<file path="src/rtl/rv32_mem_arbiter.sv">
// Fetch/data arbiter onto one memory port: grant 1 cycle after request, rvalid 1 cycle after mem_ready_i, abort after WAIT_MAX stalled cycles.
// Requesters hold req until gnt; optional round-robin with RV32_ARB_RR_EN (default: data always beats fetch).
`timescale 1ns/1ps
module rv32_mem_arbiter #(
  parameter int unsigned WAIT_MAX = 15
) (
  input  logic        clk_i,
  input  logic        rst_i,
  input  logic        if_req_i,
  input  logic [31:0] if_addr_i,
  output logic        if_gnt_o,
  output logic        if_rvalid_o,
  output logic [31:0] if_rdata_o,
  input  logic        d_req_i,
  input  logic        d_we_i,
  input  logic [31:0] d_addr_i,
  input  logic [31:0] d_wdata_i,
  output logic        d_gnt_o,
  output logic        d_rvalid_o,
  output logic [31:0] d_rdata_o,
  output logic        mem_req_o,
  output logic        mem_we_o,
  output logic [31:0] mem_addr_o,
  output logic [31:0] mem_data_o,
  input  logic        mem_ready_i,
  input  logic [31:0] mem_data_i,
  output logic        err_o
);

  typedef enum logic [1:0] {IDLE, IF_ACC, D_ACC} state_t;

  localparam logic [7:0] WAIT_LAST = 8'(WAIT_MAX - 1);

  state_t     state, state_nxt;
  logic       armed;
  logic [7:0] wait_cnt;
  logic       pick_d;
  logic       start, done, abort;

`ifdef RV32_ARB_RR_EN
  logic last_d;
  // On a tie the requester that was not served last wins; singles go straight through.
  assign pick_d = d_req_i && (!if_req_i || !last_d);

  always_ff @(posedge clk_i or negedge rst_i) begin
    if (!rst_i) begin
      last_d <= 1'b0;
    end else if (start) begin
      last_d <= pick_d;
    end
  end
`else
  assign pick_d = d_req_i;
`endif

  always_ff @(posedge clk_i or negedge rst_i) begin
    if (!rst_i) begin
      state <= IDLE;
    end else begin
      state <= state_nxt;
    end
  end

  always_comb begin
    state_nxt = state;
    start     = 1'b0;
    done      = 1'b0;
    abort     = 1'b0;
    case (state)
      IDLE: begin
        if (armed && (if_req_i || d_req_i)) begin
          start     = 1'b1;
          state_nxt = pick_d ? D_ACC : IF_ACC;
        end
      end
      IF_ACC, D_ACC: begin
        // Ready on the final allowed cycle still completes normally.
        if (mem_ready_i) begin
          done      = 1'b1;
          state_nxt = IDLE;
        end else if (wait_cnt == WAIT_LAST) begin
          abort     = 1'b1;
          state_nxt = IDLE;
        end
      end
      default: state_nxt = IDLE;
    endcase
  end

  always_ff @(posedge clk_i or negedge rst_i) begin
    if (!rst_i) begin
      armed       <= 1'b0;
      wait_cnt    <= '0;
      if_gnt_o    <= 1'b0;
      d_gnt_o     <= 1'b0;
      if_rvalid_o <= 1'b0;
      d_rvalid_o  <= 1'b0;
      err_o       <= 1'b0;
      mem_req_o   <= 1'b0;
      mem_we_o    <= 1'b0;
      mem_addr_o  <= '0;
      mem_data_o  <= '0;
      if_rdata_o  <= '0;
      d_rdata_o   <= '0;
    end else begin
      // Arbitration is held off for one edge after reset release.
      armed       <= 1'b1;
      if_gnt_o    <= start && !pick_d;
      d_gnt_o     <= start && pick_d;
      if_rvalid_o <= done && (state == IF_ACC);
      d_rvalid_o  <= done && (state == D_ACC);
      err_o       <= abort;

      if (start) begin
        mem_req_o  <= 1'b1;
        mem_we_o   <= pick_d && d_we_i;
        mem_addr_o <= pick_d ? d_addr_i : if_addr_i;
        mem_data_o <= pick_d ? d_wdata_i : 32'h0;
        wait_cnt   <= '0;
      end else if (done || abort) begin
        mem_req_o <= 1'b0;
      end else if (state != IDLE) begin
        wait_cnt <= wait_cnt + 8'd1;
      end

      if (done && (state == IF_ACC)) begin
        if_rdata_o <= mem_data_i;
      end
      // Stores are acknowledged but leave the load data untouched.
      if (done && (state == D_ACC) && !mem_we_o) begin
        d_rdata_o <= mem_data_i;
      end
    end
  end

endmodule

</file>
<file path="config.mk">
export PLATFORM = sky130hd
export DESIGN_NAME = rv32_mem_arbiter
export DESIGN_NICKNAME = d
export VERILOG_FILES = /design/src/rtl/rv32_mem_arbiter.sv
export SDC_FILE = /design/constraint.sdc
export NUM_CORES = 1
export LEC_CHECK = 0
export CAP_MARGIN = 20
export CELL_PAD_IN_SITES_DETAIL_PLACEMENT = 1
export CELL_PAD_IN_SITES_GLOBAL_PLACEMENT = 1
export CORE_ASPECT_RATIO = 1.1
export CORE_UTILIZATION = 32
export DETAILED_ROUTE_END_ITERATION = 16
export GPL_TIMING_DRIVEN = 0
export PLACE_DENSITY_LB_ADDON = 0.08
export SLEW_MARGIN = 10
export SYNTH_ARGS = -nofsm -noshare
export SYNTH_HDL_FRONTEND = slang
export SYNTH_SLANG_ARGS = --single-unit
export TNS_END_PERCENT = 5
</file>
<file path="constraint.sdc">
create_clock -name clk_i -period 2.3 [get_ports clk_i]
set_clock_uncertainty 0.1 [all_clocks]
set_input_delay 0.575 -clock clk_i [delete_from_list [all_inputs] [get_ports clk_i]]
set_output_delay 0.575 -clock clk_i [all_outputs]
set_load 0.01 [all_outputs]
</file>
# Yosys cells after proc, flatten, opt, wreduce, memory -nomap -nowiden

Cells that the tools add are included.

Equality and inequality tests: 6
Multiplexer cells: 19
Reductions and logical operators: 18
$add $sub $neg: 1

Operator list:

| operator                                            | count |
|---|---|
| two-way mux 32 bit                                  | 2 |
| two-way mux 8 bit                                   | 3 |
| two-way mux 1 bit                                   | 9 |
| adder 8 x 1 -> 8 bit, second input constant         | 1 |
| equality test 8 x 4 -> 1 bit, second input constant | 1 |
| two-way mux 2 bit                                   | 4 |
| logical AND 1 bit                                   | 7 |
| nonzero test 2 bit                                  | 3 |
| inequality test 2 bit, second input constant        | 2 |
| one-hot mux 2 bit (2 select lines)                  | 1 |
| AND reduction 2 bit                                 | 2 |
| inequality test 3 bit, second input constant        | 1 |
| equality test 2 x 1 -> 1 bit, second input constant | 1 |
| equality test 2 bit, second input constant          | 1 |
| zero test 1 bit                                     | 2 |
| zero test 2 bit                                     | 1 |
| logical OR 1 bit                                    | 2 |
| OR reduction 2 bit                                  | 1 |

Word-level logic and storage cells: 58
Output and inout bits: 135
Input bits: 134
Bits in registers: 146

# Depth between registers and ports, before layout

Depth after elaboration: 7
Mapped depth: 8
Depth with buffers taken out: 6

# Worst setup path before layout

No wires, ideal clock.

Path kind: reg2reg
Start: register state[0]
End: register wait_cnt[3]
Slack: 0.472 ns
Library setup time: 0.129 ns
Arrival time: 1.599 ns
Stages on the path, launching flop included: 8
Period minus slack after synthesis: 1.828 ns
Buffers on the path: 1
Required time: 2.071 ns
Cells stage by stage: dfrtp_1 -> inv_1 -> ha_1 -> nor4b_1 -> a221o_1 -> buf_2 -> o211ai_1 -> o31ai_1

Longest elaborated chain between the ends: 6
Elaborated cells on any way between the ends: 13
Classes of those cells: eq/ne: 3; mux: 4; reduce/logical: 6

RTL lines:

| item                                                                       | line | text |
|---|---|---|
| start: declaration                                                         | 34   | `state_t state, state_nxt;` |
| start signal: assignment                                                   | 60   | `state <= state_nxt;` |
| equality test 2 x 1 -> 1 bit / equality test 2 bit (equally long branches) | 69   | `case (state)` |
| OR reduction 2 bit                                                         | 69   |  |
| two-way mux 1 bit                                                          | 69   |  |
| logical OR 1 bit                                                           | 120  | `end else if (done \|\| abort) begin` |
| inequality test 2 bit (no source line)                                     | --   |  |
| AND reduction 2 bit (no source line)                                       | --   |  |
| end signal: assignment                                                     | 123  | `wait_cnt <= wait_cnt + 8'd1;` |
| end: declaration                                                           | 36   | `logic [7:0] wait_cnt;` |

Several ways; a longest one is shown, not always the timed one.
A chain may end at the register's enable or synchronous reset.

# Final worst setup path

Start: register state[0]
End: register if_rdata_o[16]

Longest elaborated chain between the ends: 4
Elaborated cells on any way between the ends: 5
Classes of those cells: eq/ne: 2; mux: 1; reduce/logical: 2

RTL lines:

| item                                                                       | line    | text |
|---|---|---|
| equality test 2 x 1 -> 1 bit / equality test 2 bit (equally long branches) | 69, 126 |  |
| OR reduction 2 bit                                                         | 69      |  |
| two-way mux 1 bit                                                          | 69      |  |
| logical AND 1 bit *                                                        | 126     | `if (done && (state == IF_ACC)) begin` |
| end signal: assignment                                                     | 127     | `if_rdata_o <= mem_data_i;` |
| end: declaration                                                           | 13      | `output logic [31:0] if_rdata_o,` |

Every way passes the cells marked *; elsewhere a longest branch is shown, timed or not.

==> summary.md <==
| Metric | Value |
|---|---|
| Share of cells above drive strength 1 | 0.154 |
| Synth Register Bits | 146 |
| Final instance area | 9700 µm² |
| Net Count, Synth | 636 |
| Row count | 52 |
| Commonest non-fill, non-tap cell in the layout | clkdlybuf4s50_1 |
| Final min period | 2.04 ns |
| Tcrit/Tclk final | 0.887 |
| Setup WS post-layout | 0.260 ns |
| Final core utilization | 0.525 |
| Yosys cell types | 37 |
| Clock root buffer | clkbuf_16 |
| Clk_lat worst skew | between 0.4 and 0.5 ns |
| WL met1 | roughly 7200 µm |
| Worst path required time | 2.50 ns |
| Flop-to-flop setup slack | 0.26 ns |
| Pins Over Slew Limit | 0 |
| RSZ-0062 raised after global routing | no |
| # clock sinks | 146 |
| Number of synthesized flops with an enable pin | 0 |
| Main flop type after synthesis | dfrtp_1 |
| # IOs | 269 |
| Status | completed |
| Die X | about 130 µm |
| Peak Freq | 490 MHz |
| Total gr overflow | 0 |
| Critical path class | flop to flop |
| Filler Cell Count | 1953 |
| Cell Area, Synth | 6080 µm² |
| Die area | 19600 µm² |
| First-pass DRT Iterations | 4 |
| Synth async-reset ratio | 1.00 |
| Largest net degree at the start of global routing | 96 |
| Routability congestion estimate | 0.780 |
| Port bufs | around 270 |
| H-tree level count | 4 |
| Type of the tightest min-delay check | flop to flop |
| Hold Fails Final Rpt | 0 |
| Pwr Density | approximately 1300 nW/µm² |
| Mux cell area share after synthesis | 0.190 |
| Synthesized instance count | 497 |
| Synth Area in Adders | 0.0103 |
| Sequential fraction of the synthesis area | 0.600 |
| Area growth syn-to-layout | 59.3% |
| Avg Cell Area, Syn | 12.2 µm² |
| Total CTS buffers | 17 |
| Clk pin slew, worst setup/hold paths | 0.06 ns |
| Most frequent cells in the layout | clkdlybuf4s50_1, dfrtp_1, nand2_1 |
| Initial antenna violation count | 0 |
| N_diodes | 0 |
| Critical path endpoint category | flop |
| Setup violators final | 0 |
| Place WS | -0.0711 ns |
| Worst hold slack | between 0.3 and 0.4 ns |
| Post-CTS Setup Bufs | 0 |
| First-pass GRT wire length | ~29000 µm |
| Synth Area in Compound Gates | 0.0769 |
| Ys Warns | 0 |
| Sequential cell area | 3650 µm² |
| Worst setup SP type | flop |
| Avg WL per Cell | 17.3 µm |
| Largest family of logic cells by synthesized area | multiplexers |
| Placed Area | roughly 9100 µm² |
| Hpwl dp | 13700 µm |
| WL met2 | 9040 µm |
| Uppermost layer routed | met4 |
| Clock Path Buffers | 2 |
| CTS tree | done |
| Met3 WL | 1490 µm |
| Leakage | approximately 4.4 nW |
| Worst EP arrival | 2.24 ns |
| Simple-gate share of the synthesized area | 0.0843 |
| Max-Cap Viols | 0 |
| Multi-input logic area | 2220 µm² |
| Crit-path max FO | 10 |
| Vias in the first global route | 5511 |
| Residual DRC count | 0 |
| Synth Area in XOR/XNOR | 0.00288 |
| Global-route usage over all layers | 0.193 |
| Final net count | 924 |
| Avg Vias per Cell | 4.68 |
| Core Area | 18500 µm² |
| Final ANT Viol Nets | 0 |
| Starting DRT DRC Count | roughly 170 |
| Vias post-DR | between 4000 and 5000 |
| Die Height | between 100 and 150 µm |
| VDD IR max | roughly 570 µV |
| Initial Util | 0.329 |
| Total Wirelength | 18000 µm |
kinds of logic (layout without fill, tap and decap cells):
| logic type | count (synthesis) | count (layout) |
|---|---|---|
| adder cells (fa/ha/maj) | 5 | 5 |
| multiplexers | 96 | 96 |
| buffers and inverters | 39 | 339 |
| XOR/XNOR | 2 | 2 |
| AND/OR/NAND/NOR | 124 | 124 |
| other | 1 | 1 |
| AO/OA/AOI/OAI | 84 | 84 |
| flip-flops | 146 | 146 |
registers in the layout, summed over array words and instances, names as in the netlist:
name and flops:
err_o 1, armed 1, if_gnt_o 1, d_gnt_o 1, mem_data_o 32, d_rvalid_o 1
wait_cnt 8, if_rvalid_o 1, mem_req_o 1, state 2, mem_we_o 1, d_rdata_o 32
if_rdata_o 32, mem_addr_o 32
per-layer routing:
metal | vias up | global-route usage
met5 | - | 0
met4 | 0 | 0.0648
met3 | 20 | 0.0712
met2 | 182 | 0.335
met1 | 2400 | 0.218
li1 | 2270 | -
layout make-up:
class | instances | area share
clock inverter | 14 | 0.0172
timing repair buffer | 269 | 0.280
buffer | 31 | 0.0188
tap | 243 | 0.0314
clock buffer | 17 | 0.0439
sequential | 146 | 0.377
inverter | 8 | 0.00310
multi-input combinational | 312 | 0.229
critical path, stage by stage (launching register included):
cell and delay [ns]:
dfrtp_1 0.37, inv_1 0.10, ha_1 0.36, nand3_1 0.29, buf_2 0.33, mux2_2 0.37
final timing paths:
check	depth (start not counted)	end	from
max in group asynchronous	3	mem_data_o[12]$_DFFE_PN0P_	rst_i
worst max register to register	5	if_rdata_o[16]$_DFFE_PN0P_	state[0]$_DFFE_PN0P_
worst min-delay path	2	mem_data_o[8]$_DFFE_PN0P_	mem_data_o[8]$_DFFE_PN0P_
worst max-delay path	5	if_rdata_o[16]$_DFFE_PN0P_	state[0]$_DFFE_PN0P_
min in group asynchronous	2	d_rdata_o[24]$_DFFE_PN0P_	rst_i
worst min register to register	2	mem_data_o[8]$_DFFE_PN0P_	mem_data_o[8]$_DFFE_PN0P_
power by group:
group | leakage [nW] | internal [mW] | switching [mW]
Sequential | 1.83 | 3.73 | 0.659
Clock | 0.280 | 1.69 | 1.10
Combinational | 2.25 | 3.12 | 2.19
cells in the mapped netlist, drive strengths merged (2+ instances only):
cell | count | area (µm²)
o211ai | 4 | 35.0
dfrtp | 146 | 3650
nand3 | 6 | 30.0
inv | 8 | 30.0
mux2 | 64 | 833
nor3 | 3 | 15.0
o21ai | 69 | 345
buf | 23 | 151
xor2 | 2 | 17.5
a21oi | 2 | 10.0
ha | 5 | 62.6
nor2 | 3 | 11.3
mux2i | 32 | 320
o31ai | 3 | 22.5
a211oi | 2 | 20.0
clkbuf | 8 | 31.3
nand4 | 3 | 18.8
nand2 | 103 | 387
and4b | 2 | 23.8
timing repair:
item,CTS,global route
gates resized for setup,0,0
hold endpoints to repair,51,0
hold buffers,1,0
through the flow:
stage          TNS, ns  cells  total power, mW
2_1_floorplan        0    497             6.60
3_3_place_gp   -790.29   1007             9.62
3_5_place_dp     -1.52   1008             9.80
4_1_cts              0   1040             12.7
5_1_grt              0   1040             13.3
6_report             0   1040             12.5
Power figures use the tool's default switching activity.
